### config.mk
export PLATFORM = sky130hd
export DESIGN_NAME = mult_acc
export DESIGN_NICKNAME = d
export VERILOG_FILES = /design/src/rtl/mult_acc.sv
export SDC_FILE = /design/constraint.sdc
export NUM_CORES = 1
export LEC_CHECK = 0
export ABC_AREA = 1
export CORE_MARGIN = 2
export CORE_UTILIZATION = 50
export CTS_CLUSTER_DIAMETER = 120
export DETAILED_ROUTE_END_ITERATION = 12
export GPL_TIMING_DRIVEN = 0
export PLACE_DENSITY = 0.75
export REMOVE_ABC_BUFFERS = 1
export SLEW_MARGIN = 25
export SYNTH_ARGS = -nofsm -noshare
export SYNTH_HDL_FRONTEND = slang
export SYNTH_SLANG_ARGS = --single-unit
### constraint.sdc
create_clock -name clk -period 2.5 [get_ports clk]
set_clock_uncertainty 0.1 [all_clocks]
set_input_delay 0.25 -clock clk [delete_from_list [all_inputs] [get_ports clk]]
set_output_delay 0.25 -clock clk [all_outputs]
set_load 0.01 [all_outputs]
### src/rtl/mult_acc.sv
`default_nettype none
// ============================================================================
//  Module      : mult_acc
//  Description : Burst accumulator for double-width products. Each burst
//                sums len products {hi,lo} modulo 2^(2*WIDTH), keeps a
//                sticky carry-out flag, and presents the result with a
//                valid/ready handshake.
//  Revision    : 1.0 - initial release
// ============================================================================
module mult_acc #(
  parameter int WIDTH = 32,
  parameter int CNT_W = 8
) (
  input  logic                 clk,
  input  logic                 rst,
  input  logic [WIDTH-1:0]     lo,
  input  logic [WIDTH-1:0]     hi,
  input  logic [CNT_W-1:0]     len,
  input  logic                 valid_in,
  output logic                 ready_out,
  output logic [2*WIDTH-1:0]   sum,
  output logic                 overflow,
  output logic                 valid_out,
  input  logic                 ready_in
);

  localparam int               c_ACC_W = 2 * WIDTH;
  localparam logic [CNT_W-1:0] c_ONE   = CNT_W'(1);

  typedef enum logic [1:0] {
    S_IDLE  = 2'd0,
    S_ACCUM = 2'd1,
    S_DONE  = 2'd2
  } state_t;

  state_t               state_q;

  // Datapath registers and their next-state values
  logic [c_ACC_W-1:0]   acc_q,  acc_d;
  logic                 ovf_q,  ovf_d;
  logic [CNT_W-1:0]     rem_q,  rem_d;

  // Registered outputs
  logic                 ready_out_q;
  logic                 valid_out_q;
  logic [c_ACC_W-1:0]   sum_q;
  logic                 overflow_q;

  logic                 w_accept;
  logic                 w_enter_done;
  logic [c_ACC_W-1:0]   w_prod;
  logic [c_ACC_W:0]     w_sum_ext;

  assign w_accept  = valid_in & ready_out_q;
  assign w_prod    = {hi, lo};
  // One extra bit captures the carry out of the accumulator width
  assign w_sum_ext = {1'b0, acc_q} + {1'b0, w_prod};

  assign ready_out = ready_out_q;
  assign valid_out = valid_out_q;
  assign sum       = sum_q;
  assign overflow  = overflow_q;

  // Next accumulator, overflow flag and beat counter for the current beat
  always_comb begin
    acc_d = acc_q;
    ovf_d = ovf_q;
    rem_d = rem_q;
    case (state_q)
      S_IDLE: begin
        if (w_accept) begin
          acc_d = w_prod;
          ovf_d = 1'b0;
          // A zero length is treated as a single-beat burst
          rem_d = (len == '0) ? '0 : (len - c_ONE);
        end
      end
      S_ACCUM: begin
        if (w_accept) begin
          acc_d = w_sum_ext[c_ACC_W-1:0];
          ovf_d = ovf_q | w_sum_ext[c_ACC_W];
          rem_d = (rem_q == '0) ? '0 : (rem_q - c_ONE);
        end
      end
      default: begin
        acc_d = acc_q;
        ovf_d = ovf_q;
        rem_d = rem_q;
      end
    endcase
  end

  // Detect the beat that completes the burst (first beat or counted-down last)
  always_comb begin
    w_enter_done = 1'b0;
    case (state_q)
      S_IDLE:  w_enter_done = w_accept && (rem_d == '0);
      // rem_q of zero cannot occur in ACCUM; treating it as last avoids a hang
      S_ACCUM: w_enter_done = w_accept && (rem_q <= c_ONE);
      default: w_enter_done = 1'b0;
    endcase
  end

  // Control FSM with registered handshake and result outputs
  always_ff @(posedge clk) begin
    if (rst) begin
      state_q     <= S_IDLE;
      acc_q       <= '0;
      ovf_q       <= 1'b0;
      rem_q       <= '0;
      ready_out_q <= 1'b1;
      valid_out_q <= 1'b0;
      sum_q       <= '0;
      overflow_q  <= 1'b0;
    end else begin
      acc_q <= acc_d;
      ovf_q <= ovf_d;
      rem_q <= rem_d;
      case (state_q)
        S_IDLE, S_ACCUM: begin
          if (w_enter_done) begin
            state_q     <= S_DONE;
            ready_out_q <= 1'b0;
            valid_out_q <= 1'b1;
            sum_q       <= acc_d;
            overflow_q  <= ovf_d;
          end else if (w_accept) begin
            state_q     <= S_ACCUM;
          end
        end
        S_DONE: begin
          // Result is held stable until downstream takes it
          if (ready_in) begin
            state_q     <= S_IDLE;
            ready_out_q <= 1'b1;
            valid_out_q <= 1'b0;
            sum_q       <= '0;
            overflow_q  <= 1'b0;
          end
        end
        default: begin
          // Unused encoding: recover to an idle, empty result
          state_q     <= S_IDLE;
          ready_out_q <= 1'b1;
          valid_out_q <= 1'b0;
          sum_q       <= '0;
          overflow_q  <= 1'b0;
        end
      endcase
    end
  end

endmodule
`default_nettype wire

======== Word-level counts from Yosys, hierarchy flattened ========
Cells that the tools add are included.
storage, ports and cells
  bits in registers ....................... 142
  input port bits ......................... 76
  logic and storage cells ................. 55
cells by class
  $add $sub $neg .......................... 3
  $lt $le $gt $ge ......................... 1
  eq/ne operators ......................... 5
  mux-type cells .......................... 27
  bitwise operators ....................... 2
  reduce and logical (&&, ||, !) cells .... 9
operators by type and width
  cell                   count
  $mux W64               4
  $pmux W64 S2           2
  $add A64 B64 Y65       1
  $mux W8                4
  $logic_not A8 Y1       3
  $pmux W8 S2            1
  $sub A8 B1 Y8 const B  2
  $pmux W1 S2            5
  $le A8 B1 Y1 const B   1
  $mux W1                7
  $mux W2                3
  $ne A2 B2 Y1 const B   2
  $pmux W2 S2            1
  $reduce_and A2 Y1      2
  $ne A3 B3 Y1 const B   1
  $eq A2 B1 Y1 const B   1
  $eq A2 B2 Y1 const B   1
  $logic_and A1 B1 Y1    2
  $logic_not A2 Y1       1
  $reduce_or A2 Y1       1
  $and A1 B1 Y1          1
  $or A1 B1 Y1           1

======== Longest topological paths before layout ========
  depth in word-level cells ............... 9
  mapped depth ............................ 21
  gate-level depth less buffers ........... 21

======== Worst setup path after synthesis ========
OpenSTA, ideal clock, no wires.
  kind .................................... register -> register
  start ................................... register acc_q[0]
  end ..................................... register acc_q[16]
  setup time .............................. 0.115 ns
  data arrival time ....................... 2.197 ns
  slack ................................... 0.088 ns
  stages on the path, launching flop included .. 17
  path buffers ............................ 0
  period minus slack after synthesis ...... 2.412 ns
  cells stage by stage .................... dfxtp_1 -> ha_1 -> inv_1 -> fa_1 -> inv_1 -> nand3_1 -> nand3_1 -> nand2_1 -> nand2_1 -> nand2_1 -> nand2_1 -> a21oi_1 -> o21ai_0 -> a21oi_1 -> or2_2 -> o21ai_0 -> inv_1
on the way
  longest elaborated chain between the ends .. 3
ends and longest elaborated chain
  element                 line  RTL
  start, declared         39    logic [c_ACC_W-1:0] acc_q, acc_d;
  start signal, assigned  108   acc_q <= '0;
  start signal, assigned  116   acc_q <= acc_d;
  $add A64 B64 Y65        57    assign w_sum_ext = {1'b0, acc_q} + {1'b0, w_prod};
  $mux W64                79    if (w_accept) begin
  $pmux W64 S2            69    case (state_q)
Every way passes these cells.
A chain may end at the register's enable or synchronous reset.

======== Worst setup path after layout ========
  start ................................... input lo[3]
  end ..................................... register sum_q[49], in the netlist sum[49]
on the way
  longest elaborated chain between the ends .. 5
ends and longest elaborated chain
  element               line  RTL
  start, declared       16    input logic [WIDTH-1:0] lo,
  $add A64 B64 Y65      57
  $mux W64              79
  $pmux W64 S2          69
  $mux W64              121   if (w_enter_done) begin
  $pmux W64 S2          119   case (state_q)
  end signal, assigned  113   sum_q <= '0;
  end signal, assigned  125   sum_q <= acc_d;
  end signal, assigned  137   sum_q <= '0;
  end, declared         46    logic [c_ACC_W-1:0] sum_q;
Every way passes these cells. The select of a mux whose other input is x is not followed.

==> metrics <==
vertical die dimension approximately 160 µm; clock-pin slew on the worst setup and hold paths roughly 80 ps; LEAKAGE approximately 8.2 nW; flip-flop cell with the highest count after synthesis dfxtp_1; IO Count roughly 140; number of cells on the worst hold path 2; mean number of vias per cell 5.72; EDFF count, synth 0; Crit Path Max Fanout 6; register area share after synthesis 0.224; CTS H-tree depth 4; minimum clock period after layout 2560 ps; startpoint type of the worst setup path input port; Max-slew headroom 0.387; Synth top area share 0.261; via count of the first global-routing pass 14590; Synth Cell Area 12700 µm²; number of antenna violations at the first check in global routing 0; CTS root buffer clkbuf_16; per-instance average area after synthesis 5.48 µm²; floorplan core area 25000 µm²; Avg WL per Cell just under 20 µm; number of nets in the finished design 2628; most frequent cell after synthesis nand2_1; area of the die 26600 µm²; minimum setup slack in the final design -62.9 ps; startpoint-to-endpoint class of the critical path in2reg; leading cell types by total area after synthesis nand2_1 26%, dfxtp_1 22%, inv_1 8.9%; Max IR drop VDD 439 µV; Commonest cells post-synth 882 x nand2_1, 302 x inv_1, 196 x a21oi_1; total track usage 0.390; crit share post-route 1.03; final setup vio count 43; Worst Max-Slew Pin Slew around 920 ps; effective utilization at floorplan 0.506; crit path capture type flop; library cell occupying the most area in the post-synthesis netlist nand2_1; global-route congestion overflow total 0; cell count of the worst reg-to-reg path 18; number of buffers inserted by port buffering 142; worst setup timing slack at the placement stage -2210 ps; final hold violation count 0; buffer depth of the longest clock path 2; result of the run finished with violations; total DRC errors in the routed layout 0; unique cell type count in the Yosys netlist 35; Iteration-0 DRC Markers 1768; ratio of cells with drive above 1 in the final layout 0.175; global placer's final weighted congestion 0.998; setup repair after global routing missed its margin yes; routed wire length about 54000 µm; clock tree from TritonCTS built; yosys warns 0; achievable clock frequency 0.390 GHz; Antenna diodes 0; Required @ worst endpoint 2740 ps; power density of the placed cells slightly below 700 nW/µm²; insertion delay to the later sink of the worst-skew pair 460 ps; number of flip-flops and latches in the synthesized netlist 142; cell count after synthesis 2311; Via Count 16162; total clock sinks 142; DP HPWL 35100 µm; wire length of the first global-routing pass approximately 80000 µm; number of rows created at floorplan just under 60; fraction of synthesis flops using an asynchronous set or reset pin 0; classification of the worst-slack hold path in2reg; failing checks negative setup slack; layout-stage area growth over the synthesis result 36.3%; number of maximum-capacitance violations 0; 1st-pass router iterations 8; final hold slack 114 ps; Hold Buf Count CTS 0; total clock buffers created by CTS 17; pin count of the biggest net entering global routing 94; Max Transition Viols Final 0; arrival time at the worst endpoint between 2000 and 3000 ps; width of the die approximately 160 µm; antenna violation net count after detailed routing 0
-- layer usage --
metal / part of all wire / track usage / wire, µm
met1: 0.42 / 0.541 / 22900
met2: 0.43 / 0.605 / 23600
met5: 0 / 0 / 0
met3: 0.10 / 0.0543 / 5480
met4: 0.047 / 0.162 / 2590
-- layout by cell type (no fill, tap or decap), types with 18 or more instances in the layout --
| cell | count |
|---|---|
| nor2_1 | 121 |
| a21oi_2 | 41 |
| o21ai_0 | 153 |
| nor2_2 | 50 |
| ha_4 | 25 |
| nand4_1 | 18 |
| a21oi_1 | 151 |
| dfxtp_1 | 137 |
| ha_2 | 18 |
| nand3_1 | 146 |
| clkdlybuf4s50_1 | 138 |
| ha_1 | 26 |
| nand3_2 | 28 |
| nand2_2 | 77 |
| nand2_1 | 797 |
| inv_1 | 297 |
| buf_4 | 53 |
| nor2_4 | 20 |
-- cell type report --
cell class / count / area (µm²)
repair buffers: 216 / 2330
repair inverters: 2 / 17.5
flip-flops and latches: 142 / 2860
multi-input cells: 1791 / 9840
clock buffers: 17 / 425
fillers: 2236 / 7760
clock inverters: 15 / 150
well taps: 330 / 413
inverters: 312 / 1250
-- stage by stage --
step / util / std cells / instance area (µm²) / total power [mW] / setup TNS, ps
after floorplan: - / 2234 / 12300 / 5.96 / -235010
after global placement: 0.565 / 2706 / 14200 / 7.45 / -660800
after detailed placement: 0.574 / 2714 / 14400 / 7.62 / -201570
after CTS: 0.649 / 2809 / 16200 / 11.2 / -530
after global routing: 0.690 / 2825 / 17300 / 12.6 / -10420
final: 0.690 / 2825 / 17300 / 12.0 / -979
-- power by group --
group          total, mW  switching, mW  internal (mW)
clock network       2.71           1.30           1.41
registers           2.81          0.253           2.56
logic               6.51           4.12           2.39
-- flip-flops by register name, summed over array words and instances (netlist names) --
register and cells:
acc_q 64, sum 64, rem_q 8, state_q 2
overflow 1, ovf_q 1, ready_out 1, valid_out 1
-- final timing paths --
path | from | endpoint | slack, ps
worst max-delay path | lo[3] | sum[49] | -60
worst min-delay path | rst | acc_q[54] | 110
worst max register to register | ready_out | sum[60] | -50
worst min register to register | sum[47] | sum[47] | 370
-- logic make-up after synthesis --
logic type / share of synthesized area
compound gates: 0.166
xor+xnor: 0.00415
fa+ha+maj: 0.0697
buf+inv: 0.120
flops: 0.224
simple gates: 0.415
-- timing repair --
item                                    in CTS  in global routing
cloned                                      18                  2
buffers inserted                            45                 14
hold endpoints to repair                     0                  0
pin swaps                                   23                 31
endpoints found under the setup margin     141                114
resized for setup                          172                221
-- worst max-delay path, stage by stage --
cell and delay [ps]:
clkdlybuf4s50_1 500, ha_4 350, nand2_1 130, inv_1 140, nand2_1 80, nand2_2 120, nand2_1 80, nand2_2 130
nand2_1 80, nand2_2 140, nand4_1 250, nand3_1 170, nand3_1 90, nand2_1 80, nand2_1 50, nand3_1 90
nand2_2 70
No activity file was read; power rests on OpenSTA's default activity.
